### src/rtl/instruction_fetch.sv
// Instruction fetch stage: sequential PC generator feeding a small FIFO toward decode.
// Optional FETCH_ALIGN_CHECK_EN adds a sticky misaligned-redirect fault output.
module instruction_fetch #(
    parameter logic [31:0] RESET_PC  = 32'h0000_0000,
    parameter int          BUF_DEPTH = 2
) (
    input  logic        clk,
    input  logic        rst_n,
    output logic [31:0] imem_pc,
    input  logic [31:0] imem_instr,
    input  logic        redirect_valid,
    input  logic [31:0] redirect_pc,
    output logic        out_valid,
    input  logic        out_ready,
    output logic [31:0] out_instr,
    output logic [31:0] out_pc
`ifdef FETCH_ALIGN_CHECK_EN
    ,
    output logic        fetch_fault
`endif
);

    localparam int AW = (BUF_DEPTH > 1) ? $clog2(BUF_DEPTH) : 1;
    localparam int CW = AW + 1;

    // Handshake: an entry transfers to decode in any cycle where out_valid and
    // out_ready are both high and no redirect is present; the head entry is held
    // unchanged while out_valid is high and out_ready is low.

    logic [31:0]   fetch_pc;
    logic [31:0]   pc_buf    [BUF_DEPTH];
    logic [31:0]   instr_buf [BUF_DEPTH];
    logic [CW-1:0] head;
    logic [CW-1:0] tail;
    logic [CW-1:0] count;
    logic          full;
    logic          push;
    logic          pop;
    logic          inhibit;
    logic [31:0]   redirect_target;

    function automatic logic [CW-1:0] ptr_inc(input logic [CW-1:0] p);
        return (p == CW'(BUF_DEPTH - 1)) ? '0 : p + CW'(1);
    endfunction

    assign redirect_target = redirect_pc & ~32'h0000_0003;

`ifdef FETCH_ALIGN_CHECK_EN
    logic fault_q;
    logic misaligned;

    assign misaligned  = |redirect_pc[1:0];
    assign inhibit     = fault_q;
    assign fetch_fault = fault_q;

    // Sticky until reset; later aligned redirects leave it set.
    always_ff @(posedge clk) begin
        if (!rst_n) begin
            fault_q <= 1'b0;
        end else if (redirect_valid && misaligned) begin
            fault_q <= 1'b1;
        end
    end
`else
    assign inhibit = 1'b0;
`endif

    assign imem_pc   = fetch_pc;
    assign full      = (count == CW'(BUF_DEPTH));
    assign out_valid = (count != '0);
    assign pop       = out_valid && out_ready && !redirect_valid;
    assign push      = !redirect_valid && !inhibit && (!full || pop);
    assign out_pc    = out_valid ? pc_buf[head[AW-1:0]]    : '0;
    assign out_instr = out_valid ? instr_buf[head[AW-1:0]] : '0;

    always_ff @(posedge clk) begin
        if (!rst_n) begin
            fetch_pc <= RESET_PC;
            head     <= '0;
            tail     <= '0;
            count    <= '0;
        end else if (redirect_valid) begin
            fetch_pc <= redirect_target;
            head     <= '0;
            tail     <= '0;
            count    <= '0;
        end else begin
            if (push) begin
                fetch_pc <= fetch_pc + 32'd4;
                tail     <= ptr_inc(tail);
            end
            if (pop) begin
                head <= ptr_inc(head);
            end
            if (push && !pop) begin
                count <= count + CW'(1);
            end else if (pop && !push) begin
                count <= count - CW'(1);
            end
        end
    end

    // Storage needs no reset: entries are only visible while count is nonzero.
    always_ff @(posedge clk) begin
        if (push) begin
            pc_buf[tail[AW-1:0]]    <= fetch_pc;
            instr_buf[tail[AW-1:0]] <= imem_instr;
        end
    end

endmodule

### config.mk
export PLATFORM = sky130hd
export DESIGN_NAME = instruction_fetch
export DESIGN_NICKNAME = d
export VERILOG_FILES = /design/src/rtl/instruction_fetch.sv
export SDC_FILE = /design/constraint.sdc
export NUM_CORES = 1
export LEC_CHECK = 0
export CAP_MARGIN = 40
export CORE_MARGIN = 2
export CORE_UTILIZATION = 45
export CTS_CLUSTER_SIZE = 28
export DETAILED_ROUTE_END_ITERATION = 8
export PLACE_DENSITY = 0.83
export SLEW_MARGIN = 20
export SYNTH_ARGS = -nofsm -noshare
export SYNTH_HDL_FRONTEND = slang
export SYNTH_SLANG_ARGS = --single-unit
### constraint.sdc
create_clock -name clk -period 4 [get_ports clk]
set_input_delay 0.8 -clock clk [delete_from_list [all_inputs] [get_ports clk]]
set_output_delay 0.8 -clock clk [all_outputs]
set_load 0.01 [all_outputs]
[Yosys cells after proc, flatten, opt, wreduce, memory -nomap -nowiden]
Memories as Yosys holds them, arrays and structs flattened. A register that Yosys moved wholly into a read port is not among the register bits.
Index checks and enable logic that the tools add are counted.
W data, S select, Z words.
Storage, ports and cells
  bits in registers: 38
  bits in read-only memories: 0
  latch bits: 0
  memories: 2
  bits in writable memories: 128
Memories
  instr_buf: depth 2, bits a word 32, read ports 1, clocked after Yosys merged registers in 1, wr ports 1, line 32  | logic [31:0] instr_buf [BUF_DEPTH];
  pc_buf: depth 2, bits a word 32, read ports 1, clocked after Yosys merged registers in 1, wr ports 1, line 31  | logic [31:0] pc_buf [BUF_DEPTH];
Operators by class
  shift operators: 0
  multipliers: 0
  order comparisons: 0
  reductions and logical operators: 14
  equal/unequal tests: 3
  bitwise gates (word level): 1
  mux-type cells: 14
  divide/modulo/power cells: 0
  add/sub/neg operators: 5
Operators with widths (number)
  $mux W32: 4
  $add A32 B3 Y32 const B: 1
  $mux W2: 4
  $add A2 B1 Y2 const B: 3
  $mux W1: 6
  $reduce_bool A2 Y1: 3
  $logic_and A1 B1 Y1: 5
  $eq A2 B1 Y1 const B: 2
  $logic_not A1 Y1: 4
  $eq A2 B2 Y1 const B: 1
  $reduce_or A2 Y1: 1
  $sub A2 B1 Y2 const B: 1
  $logic_or A1 B1 Y1: 1
  $not A1 Y1: 1

[Logic depth before layout (Yosys ltp)]
Gate-level depths: netlist of the first run.
  depth in word-level cells: 9
  mapped depth: 8
  gate-level depth less buffers: 7

[Least setup slack after synthesis of the first run]
No wires, ideal clock.
  path kind: input-to-reg
  start: input port redirect_valid
  end: memory instr_buf[0][0] (enable)
  stages: 4
  setup time: 482 ps
  arrival time: 3871 ps
  path slack: -353 ps
  cell sequence: clkbuf_1 -> inv_2 -> o21ai_0 -> nor2_1
On the way
  cells in the longest elaborated chain, start to end: 6
Ends and longest elaborated chain
  start, declared: line 11  | input logic redirect_valid,
  $logic_not A1 Y1 *: line 71, 72
  $logic_and A1 B1 Y1: line 71  | assign pop = out_valid && out_ready && !redirect_valid;
  $logic_or A1 B1 Y1: line 72  | assign push = !redirect_valid && !inhibit && (!full || pop);
  $logic_and A1 B1 Y1 *: line 72
  $mux W1 *: line 105  | if (push) begin
  $mux W1 (not written as such) *: line 107  | instr_buf[tail[AW-1:0]] <= imem_instr;
  end, declared: line 32
Every way passes the cells marked *; elsewhere a longest branch is shown, timed or not.

==> results.sh, run 1 <==
export IMPL_outcome="complete, no violations"
export IMPL_yosysMostFrequentCell="edfxtp_1"
export IMPL_ys_ff_latch=159
export IMPL_clk_path_buf_depth=2
export IMPL_route_layer_met1_wl_um=6740
export IMPL_rsz0062_at_grt="false"
export IMPL_drive_gt1_share_pct=6.29
export IMPL_synth_cells=535
export IMPL_grt_use_total_pct=19.9
export IMPL_fmax_ghz=0.320
export IMPL_asyncSetResetFlopFracSynth_pct=0
export IMPL_final_setup_tns_ps=0
export IMPL_synth_top_family_by_area="simple AND/OR/NAND/NOR gates"
export IMPL_synth_area_sq_mm=0.00678
export IMPL_globalplace_congestion=0.845
export IMPL_grt_pass1_vias=4827
export IMPL_die_w_um=127
export IMPL_synth_cell_types=49
export IMPL_wl_um=16100
export IMPL_cts_tree="built"
export IMPL_slew_headroom_pct=53.7
export IMPL_gr_total_overflow=0
export IMPL_setup_viol_count_final=0
export IMPL_ctsResizeCount=0
export IMPL_end_kind="primary output"
export IMPL_worstPathArrival_ps=2320
export IMPL_yosysTopAreaCell="edfxtp_1"
export IMPL_hold_buffers=0
export IMPL_drv_cap=0
export IMPL_io_pin_count=165
export IMPL_swShare_pct=21.9
export IMPL_numCtsBuffers=17
export IMPL_coreArea_sq_mm=0.0146
export IMPL_power_leakage_nw=2.98
export IMPL_period_needed_ps=3120
export IMPL_cts_clk_slew_worst_paths_ps=60
export IMPL_htreeDepth=4
export IMPL_routed_top_layer="met4"
export IMPL_fin_util_pct=62.3
export IMPL_cts_root_buf="clkbuf_16"
export IMPL_drcViolationCount=0
export IMPL_p_per_area_mw_per_mm2=433
export IMPL_clock_latency_ps=410
export IMPL_power_switching_uw=866
export IMPL_vdd_ir_drop_max_v=0.000321
export IMPL_synth_top_area_share_pct=54.9
export IMPL_hpwl_um=10600
export IMPL_finalCritPeriodShare_pct=78.1
export IMPL_io_buffers=158
export IMPL_ys_flop_type="edfxtp_1"
export IMPL_synth_area_per_cell_sq_um=12.7
export IMPL_initial_utilization_pct=46.3
export IMPL_synth_fa_ha_area_share_pct=0.369
export IMPL_p_int_mw=3.08
export IMPL_antenna_left=0
export IMPL_synth_edf_count=124
export IMPL_clockPowerShare_pct=39.2
export IMPL_routedWlPerCell_um=18.2
export IMPL_synthSimpleGateAreaFrac_pct=13.1
export IMPL_hold_path_class="reg -> reg"
export IMPL_synth_compound_area_share_pct=8.16
export IMPL_die_area_sq_mm=0.0161
export IMPL_synth_xor_area_share_pct=1.29
export IMPL_area_growth_synth_to_final_pct=34.6
export IMPL_nFillCells=1102
export IMPL_wl_met3_um=1120
export IMPL_grt_pass1_wl_um=24700
export IMPL_antenna_found_initial=0
export IMPL_vias_per_cell=5.54
export IMPL_vias=4900
export IMPL_p_seq_share_pct=49.4
export IMPL_hold_viol=0
export IMPL_yosys_top_cells_count="124 x edfxtp_1, 84 x nor2_1, 62 x mux2i_1"
export IMPL_yosysSeqAreaShare_pct=65.3
export IMPL_synthMuxAreaShare_pct=9.16
export IMPL_chipHeight_um=127
export IMPL_cts_sinks=159
export IMPL_worstSetupPathType="reg -> out"
export IMPL_clock_skew_ps=11.2
export IMPL_startpoint_type="flip-flop"
export IMPL_synth_warnings=0
export IMPL_slew_viol_final=0
export IMPL_drtIter0Drc=382
export IMPL_combPwrFrac_pct=11.4
export IMPL_std_cell_rows=44
export IMPL_antennaDiodeCount=0
export IMPL_grt_max_degree=63
export IMPL_worst_pin_slew_ps=688
export IMPL_drt_pass1_iterations=5
export IMPL_yosys_top_cells_area="edfxtp_1 55%, dfxtp_1 10%, mux2i_1 9.2%"
export IMPL_nets=760
export IMPL_worstPathMaxFanout=33
export IMPL_post_cts_repair_setup_buffers=0
export IMPL_met2_wirelength_um=8060
export IMPL_critPathRequiredTime_ps=3200
-- cell type report --
cell class	count	area, sq um	area share (%)
Sequential cell	159	4430	48.5
Multi-Input combinational cell	336	2200	24.2
Timing Repair Buffer	169	1680	18.4
Clock buffer	20	437	4.79
Tap cell	184	230	2.52
Clock inverter	9	120	1.32
Inverter	7	26.3	0.288
-- registers in the layout, indices dropped and copies added (netlist names), named ones only --
name	flops
count	2
tail	1
instr_buf	64
pc_buf	60
imem_pc	30
head	1
-- worst max-delay path: stages, from the launching register on --
cell             delay (ps)
dfxtp_4                 710
buf_12                  330
mux2i_1                 270
nor2_1                   60
clkdlybuf4s50_1         510
-- power groups by stage --
stage | Combinational [mW] | Clock, mW | Sequential (mW)
6_report | 0.449 | 1.55 | 1.95
5_1_grt | 0.485 | 1.65 | 1.96
4_1_cts | 0.453 | 1.58 | 1.95
3_5_place_dp | 0.451 | 0 | 1.98
3_3_place_gp | 0.438 | 0 | 1.98
2_1_floorplan | 0.200 | 0 | 1.97
-- placed cells by master (no fill, tap or decap), drive strengths merged, types with 2 or more instances in the layout --
cell,count
clkdlybuf4s50,158
edfxtp,124
nor2,84
mux2i,62
dfxtp,35
o21ai,22
nand2,22
clkbuf,20
nand3,12
or4,11
buf,11
a31oi,10
nand4,10
nand2b,8
xor2,7
or3,7
nor4,7
o2111a,7
a211oi,6
o41ai,6
o31ai,6
inv,6
and2,6
clkinv,6
nor2b,4
and3,4
conb,4
o211ai,3
a21oi,3
xnor2,3
nor3,3
bufinv,3
and4,3
o2111ai,2
a311o,2
o211a,2
ha,2
-- metal layers --
| layer | up-vias | GRT usage [%] |
|---|---|---|
| met5 | - | 0 |
| met4 | 0 | 6.98 |
| met3 | 16 | 5.53 |
| met2 | 210 | 33.6 |
| met1 | 2348 | 24.7 |
| li1 | 2326 | - |
-- kinds of logic (layout without fill, tap and decap cells) --
family                     after synthesis  in the layout
buffers and inverters                   43            205
DFF                                    159            159
xor gates and xnor gates                10             10
muxes                                   62             62
other                                    1              4
AOI/OAI and AO/OA                       76             76
adders and majority gates                2              2
and+or+nand+nor                        182            182
-- through the flow --
step	hold WS (ps)	cell area [sq um]	power [mW]	setup slack [ps]	cells
detailed placement	520	8560	2.44	585	855
finish	532	9120	3.95	875	884
global route	558	9120	4.09	751	884
global placement	507	8550	2.41	693	853
floorplan	472	6790	2.17	671	538
CTS	542	9120	3.98	837	884
-- path summary, 6_finish.rpt --
| kind | startpoint | end | slack, ps | cells after the start |
|---|---|---|---|---|
| max | flip-flop | out_pc[31] | 880 | 4 |
| min | imem_pc[21] | pc_buf[0][21] | 530 | 0 |
| max reg2reg | count[0] | instr_buf[1][13] | 950 | 5 |
| min reg2reg | imem_pc[21] | pc_buf[0][21] | 530 | 0 |
(Power assumes the default switching activity.)
==> run 2: changes to the inputs <==
CORE_UTILIZATION = 50   (was 45)
PLACE_DENSITY = 0.87   (was 0.83)
clock period = 3.3 ns   (was 4 ns; I/O delays follow)
==> results.sh, run 2 (synthesis results as in run 1) <==
export IMPL_grt_pass1_vias=4785
export IMPL_drv_cap=0
export IMPL_critPathBufInv=2
export IMPL_io_buffers=158
export IMPL_cts_clk_slew_worst_paths_ps=60
export IMPL_hold_viol=0
export IMPL_end_kind="primary output"
export IMPL_slew_viol_final=0
export IMPL_power_leakage_nw=3.00
export IMPL_std_cell_rows=42
export IMPL_p_seq_share_pct=49.1
export IMPL_critical_path_top_delay_family="buffers and inverters"
export IMPL_final_setup_tns_ps=0
export IMPL_drive_gt1_share_pct=7.09
export IMPL_worstPathArrival_ps=2170
export IMPL_critPathMaxStageDelay_ps=560
export IMPL_die_w_um=120
export IMPL_clock_skew_ps=8.86
export IMPL_setup_viol_count_final=0
export IMPL_grt_use_total_pct=21.5
export IMPL_globalplace_congestion=0.861
export IMPL_fin_util_pct=69.1
export IMPL_clockPowerShare_pct=39.5
export IMPL_dp_slack_ps=272
export IMPL_htreeDepth=4
export IMPL_clk_path_buf_depth=2
export IMPL_clock_latency_ps=410
export IMPL_area_growth_synth_to_final_pct=35.0
export IMPL_hold_buffers=0
export IMPL_cts_root_buf="clkbuf_16"
export IMPL_grt_max_degree=46
export IMPL_combPwrFrac_pct=11.4
export IMPL_route_layer_met1_wl_um=6170
export IMPL_swShare_pct=22.1
export IMPL_p_int_mw=3.74
export IMPL_fmax_ghz=0.353
export IMPL_io_pin_count=165
export IMPL_antenna_left=0
export IMPL_finalCritPeriodShare_pct=85.8
export IMPL_hpwl_um=10600
export IMPL_period_needed_ps=2830
export IMPL_grt_pass1_wl_um=24100
export IMPL_slew_headroom_pct=55.0
export IMPL_vias=4957
export IMPL_holdPathStages=2
export IMPL_outcome="complete, no violations"
export IMPL_largest_register_ffs=64
export IMPL_critPathRequiredTime_ps=2640
export IMPL_die_area_sq_mm=0.0145
export IMPL_p_per_area_mw_per_mm2=525
export IMPL_critPathSlowestCell="clkdlybuf4s50_1"
export IMPL_startpoint_type="flip-flop"
export IMPL_post_cts_repair_setup_buffers=0
export IMPL_path_depth=4
export IMPL_cts_tree="built"
export IMPL_chipHeight_um=120
export IMPL_routedWlPerCell_um=17.6
export IMPL_nets=763
export IMPL_worst_pin_slew_ps=672
export IMPL_rsz0062_at_grt="false"
export IMPL_final_design_area_no_fill_sq_mm=0.00915
export IMPL_hold_path_class="reg -> reg"
export IMPL_cts_sinks=159
export IMPL_cp_cell_sequence="buf_4 > mux2i_1 > nor2_1 > clkdlybuf4s50_1"
export IMPL_initial_utilization_pct=51.2
export IMPL_vdd_ir_drop_max_v=0.000323
export IMPL_ctsResizeCount=0
export IMPL_worstPathMaxFanout=20
export IMPL_wl_um=15500
export IMPL_numCtsBuffers=17
export IMPL_met2_wirelength_um=8000
export IMPL_drt_pass1_iterations=5
export IMPL_antennaDiodeCount=0
export IMPL_power_switching_mw=1.06
export IMPL_drcViolationCount=0
export IMPL_vias_per_cell=5.63
export IMPL_final_cell_mix="158 x clkdlybuf4s50_1, 124 x edfxtp_1, 82 x nor2_1"
export IMPL_reg2reg_depth=6
export IMPL_worstSetupPathType="reg -> out"
export IMPL_drtIter0Drc=498
export IMPL_wl_met3_um=1230
export IMPL_layout_commonest_cell="clkdlybuf4s50_1"
export IMPL_post_dp_cell_area_sq_mm=0.00858
export IMPL_coreArea_sq_mm=0.0132
export IMPL_routed_top_layer="met4"
export IMPL_gr_total_overflow=0
export IMPL_setup_ws_ps=470
export IMPL_antenna_found_initial=0
run 2: power groups by stage:
stage / clock network (mW) / registers (mW) / logic [mW]
floorplan: 0 / 2.39 / 0.242
global route: 2.01 / 2.37 / 0.593
finish: 1.90 / 2.36 / 0.550
detailed placement: 0 / 2.40 / 0.551
CTS: 1.93 / 2.36 / 0.554
global placement: 0 / 2.39 / 0.535
run 2: worst register-to-register path: cells and delay by family (launching register included):
kind            cells  cell delay, ps
simple gates        2             750
buf+inv             1             200
compound gates      2             700
fa+ha+maj           1             360
flops               1             360
run 2: routing by layer:
layer,vias to the layer above,GRT usage [%]
li1,2337,-
met1,2395,26.6
met2,210,37.3
met3,15,5.05
met4,0,6.83
met5,-,0
run 2: through the flow:
stage	hold slack [ps]	power, mW	cells
2_1_floorplan	472	2.63	538
3_3_place_gp	502	2.93	848
3_5_place_dp	527	2.95	850
4_1_cts	540	4.85	881
5_1_grt	559	4.97	881
6_report	541	4.81	881
run 2: cell type report:
cell class              count  area [sq um]
inverters                   7          26.3
flip-flops and latches    159          4430
fillers                   933          4090
multi-input cells         336          2200
well taps                 176           220
clock inverters            13           146
clock buffers              18           429
repair buffers            172          1700
run 2: final timing paths:
kind             start  slack [ps]            end
min reg2reg    head[0]         540      flip-flop
min            head[0]         540      flip-flop
max reg2reg   count[0]         860       count[1]
max          flip-flop         470  out_instr[13]
==> run 3: changes to the inputs <==
ABC_AREA = 0   (was not set)
==> results of run 3 <==
Same layout as run 2: the final DEF is identical, and so are final timing and power.
